===== src/rtl/wlan_deinterleaver_pkg.sv =====
// Shared 802.11a deinterleaver definitions: modulation codes and per-modulation
// symbol sizes used by both the address generator and the bank control.
package wlan_pkg;

    typedef enum logic [1:0] {
        MOD_BPSK  = 2'b00,
        MOD_QPSK  = 2'b01,
        MOD_16QAM = 2'b10,
        MOD_64QAM = 2'b11
    } mod_e;

    localparam int unsigned MAX_NCBPS = 288;
    localparam int unsigned ADDR_W    = 9;

    localparam logic [ADDR_W-1:0] NCBPS_BPSK  = 9'd48;
    localparam logic [ADDR_W-1:0] NCBPS_QPSK  = 9'd96;
    localparam logic [ADDR_W-1:0] NCBPS_16QAM = 9'd192;
    localparam logic [ADDR_W-1:0] NCBPS_64QAM = 9'd288;

    localparam logic [ADDR_W-1:0] NBPSC_BPSK  = 9'd1;
    localparam logic [ADDR_W-1:0] NBPSC_QPSK  = 9'd2;
    localparam logic [ADDR_W-1:0] NBPSC_16QAM = 9'd4;
    localparam logic [ADDR_W-1:0] NBPSC_64QAM = 9'd6;

    function automatic logic [ADDR_W-1:0] ncbps_of(input mod_e m);
        case (m)
            MOD_BPSK:  return NCBPS_BPSK;
            MOD_QPSK:  return NCBPS_QPSK;
            MOD_16QAM: return NCBPS_16QAM;
            default:   return NCBPS_64QAM;
        endcase
    endfunction

endpackage


===== src/rtl/wlan_deinterleaver_if.sv =====
// Serial bit-stream handshake interfaces for the deinterleaver input and output.
interface wlan_deint_in_if;
    import wlan_pkg::*;
    logic valid;
    logic ready;
    logic data;
    mod_e mod;

    modport master (output valid, data, mod, input ready);
    modport slave  (input valid, data, mod, output ready);
endinterface

interface wlan_deint_out_if;
    import wlan_pkg::*;
    logic valid;
    logic ready;
    logic data;
    logic last;
    mod_e mod;

    modport master (output valid, data, last, mod, input ready);
    modport slave  (input valid, data, last, mod, output ready);
endinterface


===== src/rtl/wlan_deinterleaver_addr_gen.sv =====
// Receive-side permutation: received index j -> original coded index k.
module deint_addr_gen
    import wlan_pkg::*;
(
    input  logic [ADDR_W-1:0] j,
    input  mod_e              mod,
    output logic [ADDR_W-1:0] k
);

    logic [ADDR_W-1:0] q;
    logic [ADDR_W-1:0] t;
    logic [ADDR_W-1:0] i;

    // All terms wrap mod 512; true k < 288, so the truncated result is exact.
    always_comb begin
        q = '0;
        t = '0;
        i = '0;
        k = '0;
        case (mod)
            MOD_BPSK: begin
                i = j;
                k = (i << 4) - (NCBPS_BPSK - 9'd1) * (i / (9'd3 * NBPSC_BPSK));
            end
            MOD_QPSK: begin
                i = j;
                k = (i << 4) - (NCBPS_QPSK - 9'd1) * (i / (9'd3 * NBPSC_QPSK));
            end
            MOD_16QAM: begin
                q = j / (9'd3 * NBPSC_16QAM);
                t = j + q;
                i = {j[8:1], 1'b0} + {8'b0, t[0]};
                k = (i << 4) - (NCBPS_16QAM - 9'd1) * (i / (9'd3 * NBPSC_16QAM));
            end
            default: begin
                q = j / (9'd3 * NBPSC_64QAM);
                t = j + q;
                i = (j / 9'd3) * 9'd3 + (t % 9'd3);
                k = (i << 4) - (NCBPS_64QAM - 9'd1) * (i / (9'd3 * NBPSC_64QAM));
            end
        endcase
    end

endmodule


===== src/rtl/wlan_deinterleaver.sv =====
// 802.11a block deinterleaver with two ping-pong symbol banks; bits are written
// at their permuted address and read out sequentially.
module wlan_deinterleaver
    import wlan_pkg::*;
(
    input  logic              clk,
    input  logic              reset,
    wlan_deint_in_if.slave    in_if,
    wlan_deint_out_if.master  out_if
);

    logic [MAX_NCBPS-1:0] bank [2];
    mod_e                 bank_mod [2];
    logic [1:0]           full;
    logic                 wr_ptr;
    logic                 rd_ptr;
    logic [ADDR_W-1:0]    j_cnt;
    logic [ADDR_W-1:0]    r_cnt;
    logic                 started;
    logic                 hold_bit;
    logic                 hold_last;
    mod_e                 hold_mod;

    mod_e                 wr_mod;
    logic [ADDR_W-1:0]    k;
    logic [ADDR_W-1:0]    wr_n;
    logic [ADDR_W-1:0]    rd_n;
    logic                 in_fire;
    logic                 out_fire;
    logic                 wr_last;
    logic                 rd_last;

    always_comb begin
        wr_mod   = (j_cnt == '0) ? in_if.mod : bank_mod[wr_ptr];
        wr_n     = ncbps_of(wr_mod);
        rd_n     = ncbps_of(bank_mod[rd_ptr]);
        wr_last  = (j_cnt == wr_n - 9'd1);
        rd_last  = (r_cnt == rd_n - 9'd1);
        in_if.ready  = started & ~full[wr_ptr];
        out_if.valid = full[rd_ptr];
        in_fire  = in_if.valid & in_if.ready;
        out_fire = out_if.valid & out_if.ready;
    end

    // Outputs hold the last transferred values while no bank is ready.
    always_comb begin
        out_if.data = hold_bit;
        out_if.last = hold_last;
        out_if.mod  = hold_mod;
        if (out_if.valid) begin
            out_if.data = bank[rd_ptr][r_cnt];
            out_if.last = rd_last;
            out_if.mod  = bank_mod[rd_ptr];
        end
    end

    deint_addr_gen u_addr_gen (
        .j   (j_cnt),
        .mod (wr_mod),
        .k   (k)
    );

    always_ff @(posedge clk) begin
        if (in_fire) bank[wr_ptr][k] <= in_if.data;
    end

    always_ff @(posedge clk or negedge reset) begin
        if (!reset) begin
            full        <= '0;
            wr_ptr      <= 1'b0;
            rd_ptr      <= 1'b0;
            j_cnt       <= '0;
            r_cnt       <= '0;
            started     <= 1'b0;
            hold_bit    <= 1'b0;
            hold_last   <= 1'b0;
            hold_mod    <= MOD_BPSK;
            bank_mod[0] <= MOD_BPSK;
            bank_mod[1] <= MOD_BPSK;
        end else begin
            started <= 1'b1;
            // Write and read banks always differ, so both full updates can land together.
            if (in_fire) begin
                if (j_cnt == '0) bank_mod[wr_ptr] <= in_if.mod;
                if (wr_last) begin
                    full[wr_ptr] <= 1'b1;
                    wr_ptr       <= ~wr_ptr;
                    j_cnt        <= '0;
                end else begin
                    j_cnt <= j_cnt + 9'd1;
                end
            end
            if (out_fire) begin
                hold_bit  <= out_if.data;
                hold_last <= out_if.last;
                hold_mod  <= out_if.mod;
                if (rd_last) begin
                    full[rd_ptr] <= 1'b0;
                    rd_ptr       <= ~rd_ptr;
                    r_cnt        <= '0;
                end else begin
                    r_cnt <= r_cnt + 9'd1;
                end
            end
        end
    end

endmodule


===== src/flat_wrapper.sv =====
// flat-port wrapper written by rule: the top's interface ports become plain ports
module wlan_deinterleaver_flat import wlan_pkg::*;
  (clk, reset, in_if_valid, in_if_data, in_if_mod, in_if_ready, out_if_valid, out_if_data, out_if_last, out_if_mod, out_if_ready);
  wlan_deint_in_if in_if_i ();
  wlan_deint_out_if out_if_i ();
  input  logic clk;
  input  logic reset;
  input wire logic [$bits(in_if_i.valid)-1:0] in_if_valid;
  input wire logic [$bits(in_if_i.data)-1:0] in_if_data;
  input wire logic [$bits(in_if_i.mod)-1:0] in_if_mod;
  output wire logic [$bits(in_if_i.ready)-1:0] in_if_ready;
  output wire logic [$bits(out_if_i.valid)-1:0] out_if_valid;
  output wire logic [$bits(out_if_i.data)-1:0] out_if_data;
  output wire logic [$bits(out_if_i.last)-1:0] out_if_last;
  output wire logic [$bits(out_if_i.mod)-1:0] out_if_mod;
  input wire logic [$bits(out_if_i.ready)-1:0] out_if_ready;
  assign in_if_i.valid = in_if_valid;
  assign in_if_i.data = in_if_data;
  assign in_if_i.mod = in_if_mod;
  assign in_if_ready = in_if_i.ready;
  assign out_if_valid = out_if_i.valid;
  assign out_if_data = out_if_i.data;
  assign out_if_last = out_if_i.last;
  assign out_if_mod = out_if_i.mod;
  assign out_if_i.ready = out_if_ready;
  wlan_deinterleaver u_core (.clk(clk), .reset(reset), .in_if(in_if_i), .out_if(out_if_i));
endmodule

===== config.mk =====
export PLATFORM = sky130hd
export DESIGN_NAME = wlan_deinterleaver_flat
export DESIGN_NICKNAME = d
export VERILOG_FILES = /design/src/rtl/wlan_deinterleaver_pkg.sv /design/src/rtl/wlan_deinterleaver_if.sv /design/src/rtl/wlan_deinterleaver_addr_gen.sv /design/src/rtl/wlan_deinterleaver.sv /design/src/flat_wrapper.sv
export SDC_FILE = /design/constraint.sdc
export NUM_CORES = 1
export LEC_CHECK = 0
export BUFFER_PORTS_ARGS = -buffer_cell sky130_fd_sc_hd__buf_2
export CORE_UTILIZATION = 65
export DETAILED_ROUTE_END_ITERATION = 16
export PLACE_DENSITY = 0.81
export SETUP_SLACK_MARGIN = 0.15
export SYNTH_ARGS = -nofsm -noshare
export SYNTH_HDL_FRONTEND = slang
export SYNTH_SLANG_ARGS = --single-unit

===== constraint.sdc =====
create_clock -name clk -period 41.3 [get_ports clk]
set_input_delay 4.13 -clock clk [delete_from_list [all_inputs] [get_ports clk]]
set_output_delay 4.13 -clock clk [all_outputs]
set_load 0.05 [all_outputs]

==> impl_metrics.env <==
export IMPL_max_slew_margin_pct=2.94
export IMPL_worstPathMaxFanout=29
export IMPL_fmax_ghz=0.0476
export IMPL_finalClockSkew_ns=0.0306
export IMPL_postRouteAntennaNets=0
export IMPL_first_global_vias=25051
export IMPL_place_congestion=0.932
export IMPL_cap_violations=0
export IMPL_routed_wl_um=93900
export IMPL_ctsHoldBuffers=0
export IMPL_syn_area_um2=35300
export IMPL_root_buffer="clkbuf_16"
export IMPL_synth_area_leaders="edfxtp_1, mux4_2, nor3_1"
export IMPL_numPortBuffers=12
export IMPL_ys_types=105
export IMPL_avgRoutedWirePerCell_um=26.6
export IMPL_dieArea_um2=55300
export IMPL_area_growth_pct=6.54
export IMPL_diodes=0
export IMPL_crit_required_ns=41.60
export IMPL_r2r_slack_ns=20.30
export IMPL_finalMaxSlewViolations=0
export IMPL_holdWs_ns=0.484
export IMPL_ios=13
export IMPL_remaining_drc_errors=0
export IMPL_synth_seq_cells=607
export IMPL_core_um2=53800
export IMPL_die_x_um=235
export IMPL_cts_buffers=56
export IMPL_antenna_found_initial=1
export IMPL_worst_pin_slew_ns=1.45
export IMPL_async_flop_share_pct=5.11
export IMPL_rsz0062_at_grt="no"
export IMPL_startpoint="u_core.j_cnt[8]"
export IMPL_drive_above_1_share_pct=14.7
export IMPL_r2r_cells=64
export IMPL_hold_viol=0
export IMPL_clockBufferDepth=3
export IMPL_wl_met1_um=33000
export IMPL_placed_cell_area_um2=35800
export IMPL_wl_met3_um=10700
export IMPL_die_h_um=235
export IMPL_synthCells=2911
export IMPL_startpoint_type="register"
export IMPL_wl_met2_um=44900
export IMPL_cts_resized=0
export IMPL_clock_sinks=607
export IMPL_crit_end="u_core.bank[1][23]"
export IMPL_highest_layer="met5"
export IMPL_syn_avg_cell_area_um2=12.1
export IMPL_clk_pin_slew_worst_paths_ns=0.07
export IMPL_dr_pass1_iters=6
export IMPL_rr_endpoint="u_core.bank[1][23]"
export IMPL_layoutNonFillerInstCount=3530
export IMPL_grt_overflow=0
export IMPL_htreeDepth=2
export IMPL_finalSetupViolCount=0
export IMPL_clock_latency_ns=0.64
export IMPL_num_vias=25375
export IMPL_status="complete, no violations"
export IMPL_final_area_um2=37700
export IMPL_critPathArrivalTime_ns=21.30
export IMPL_fin_crit_sh_pct=50.8
export IMPL_grt_pass1_wl_um=145000
export IMPL_initial_core_util_pct=65.7
export IMPL_grt_max_degree=247
export IMPL_synth_warnings=0
export IMPL_synth_fp_nets=3079
export IMPL_cts_tree="done"
export IMPL_final_min_clock_period_ns=21.00
export IMPL_timing_worst_setup_path_type="reg -> reg"
export IMPL_yosysTopAreaCell="edfxtp_1"
export IMPL_synth_top_cell_area_share_pct=48.9
export IMPL_r2r_start="u_core.j_cnt[8]"
export IMPL_synth_flop_cell="edfxtp_1"
export IMPL_finalSetupTns_ns=0
export IMPL_synth_edf_count=576
export IMPL_seq_area_frac_synth_pct=51.1
export IMPL_fp_row_count=85
export IMPL_cp_slowest_cell="and3_1"
export IMPL_dpl_cell_count=3425
export IMPL_vias_per_cell=7.19
export IMPL_post_cts_buffers=0
export IMPL_max_stage_delay_ns=0.97
export IMPL_track_usage_pct=34.3
export IMPL_hold_path_class="reg -> reg"
export IMPL_drt_iter0_drc=3348
export IMPL_final_net_count=2955
export IMPL_critPathCaptureType="register"
export IMPL_dpl_hpwl_um=59500
synthesized netlist by cell type (17+ instances only):
library cell / number
nand2_1: 148
xor2_1: 18
fa_1: 69
nand3_1: 90
xnor2_1: 65
or3_1: 21
edfxtp_1: 576
nor2_1: 320
mux4_2: 195
o211ai_1: 22
nor4_1: 19
nor3_1: 385
a21oi_1: 71
buf_1: 40
ha_1: 92
a211oi_1: 17
o21ai_0: 57
inv_1: 123
dfrtp_1: 31
clkbuf_1: 183
worst max-delay path, delay by kind of cell, from the launching register on:
family | cells | cell delay [ns]
muxes | 1 | 0.32
buffers and inverters | 4 | 0.87
DFF | 1 | 0.92
AOI/OAI and AO/OA | 22 | 5.81
adders and majority gates | 14 | 5.28
xor gates and xnor gates | 3 | 0.71
and+or+nand+nor | 20 | 6.72
per-stage QoR:
step	worst slack, ns	utilization, %
2_1_floorplan	23.99	-
3_3_place_gp	21.74	66.5
3_5_place_dp	20.70	66.5
4_1_cts	20.58	70.0
5_1_grt	18.92	70.0
6_report	20.30	70.0
per-layer routing:
metal	GRT usage, %	up-vias
li1	-	10782
met1	43.8	12425
met2	55.7	1822
met3	7.39	344
met4	17.7	2
met5	0	-
registers in the layout, summed over array words and instances (netlist names), 2 cells and up:
name / flops
u_core.bank: 576
u_core.j_cnt: 9
u_core.r_cnt: 9
u_core.bank_mod: 4
u_core.full: 2
u_core.hold_mod: 2
cell usage in the layout, fill, tap and decap left out, types with 56 or more instances in the layout:
cell and count:
a21oi_1 71, clkbuf_16 56, edfxtp_1 576, fa_1 69
ha_1 92, inv_1 123, mux4_2 195, nand2_1 147
nand3_1 89, nor2_1 319, nor3_1 382, o21ai_0 56
xnor2_1 65
cell type report:
| cell class | count | area, um^2 |
|---|---|---|
| clock buffer | 66 | 1440 |
| clock inverter | 39 | 419 |
| fill | 3529 | 16200 |
| inverter | 127 | 477 |
| multi-input combinational | 1936 | 15900 |
| sequential | 607 | 18100 |
| tap | 696 | 871 |
| timing repair buffer | 59 | 435 |
cells by family after synthesis:
| kind of cell | share of synthesized area (%) |
|---|---|
| AND/OR/NAND/NOR | 15.0 |
| flip-flops | 51.1 |
| buffers and inverters | 4.07 |
| AO/OA/AOI/OAI | 7.00 |
| multiplexers | 13.4 |
| adder cells (fa/ha/maj) | 7.19 |
| XOR/XNOR | 2.13 |
| other | 0.0106 |
worst min-delay path by stage:
stage	start	to	slack (ns)	cells past startpoint
floorplan	u_core.hold_mod[1]	u_core.hold_mod[1]	0.44	2
global placement	u_core.hold_mod[1]	u_core.hold_mod[1]	0.45	2
detailed placement	u_core.hold_mod[1]	u_core.hold_mod[1]	0.46	2
CTS	u_core.hold_last	u_core.hold_last	0.49	2
global route	u_core.hold_mod[0]	u_core.hold_mod[0]	0.54	2
finish	u_core.hold_mod[0]	u_core.hold_mod[0]	0.48	2
Power is not shown: default switching activity piles up to over one toggle a cycle in this logic, so the estimate is an artifact.
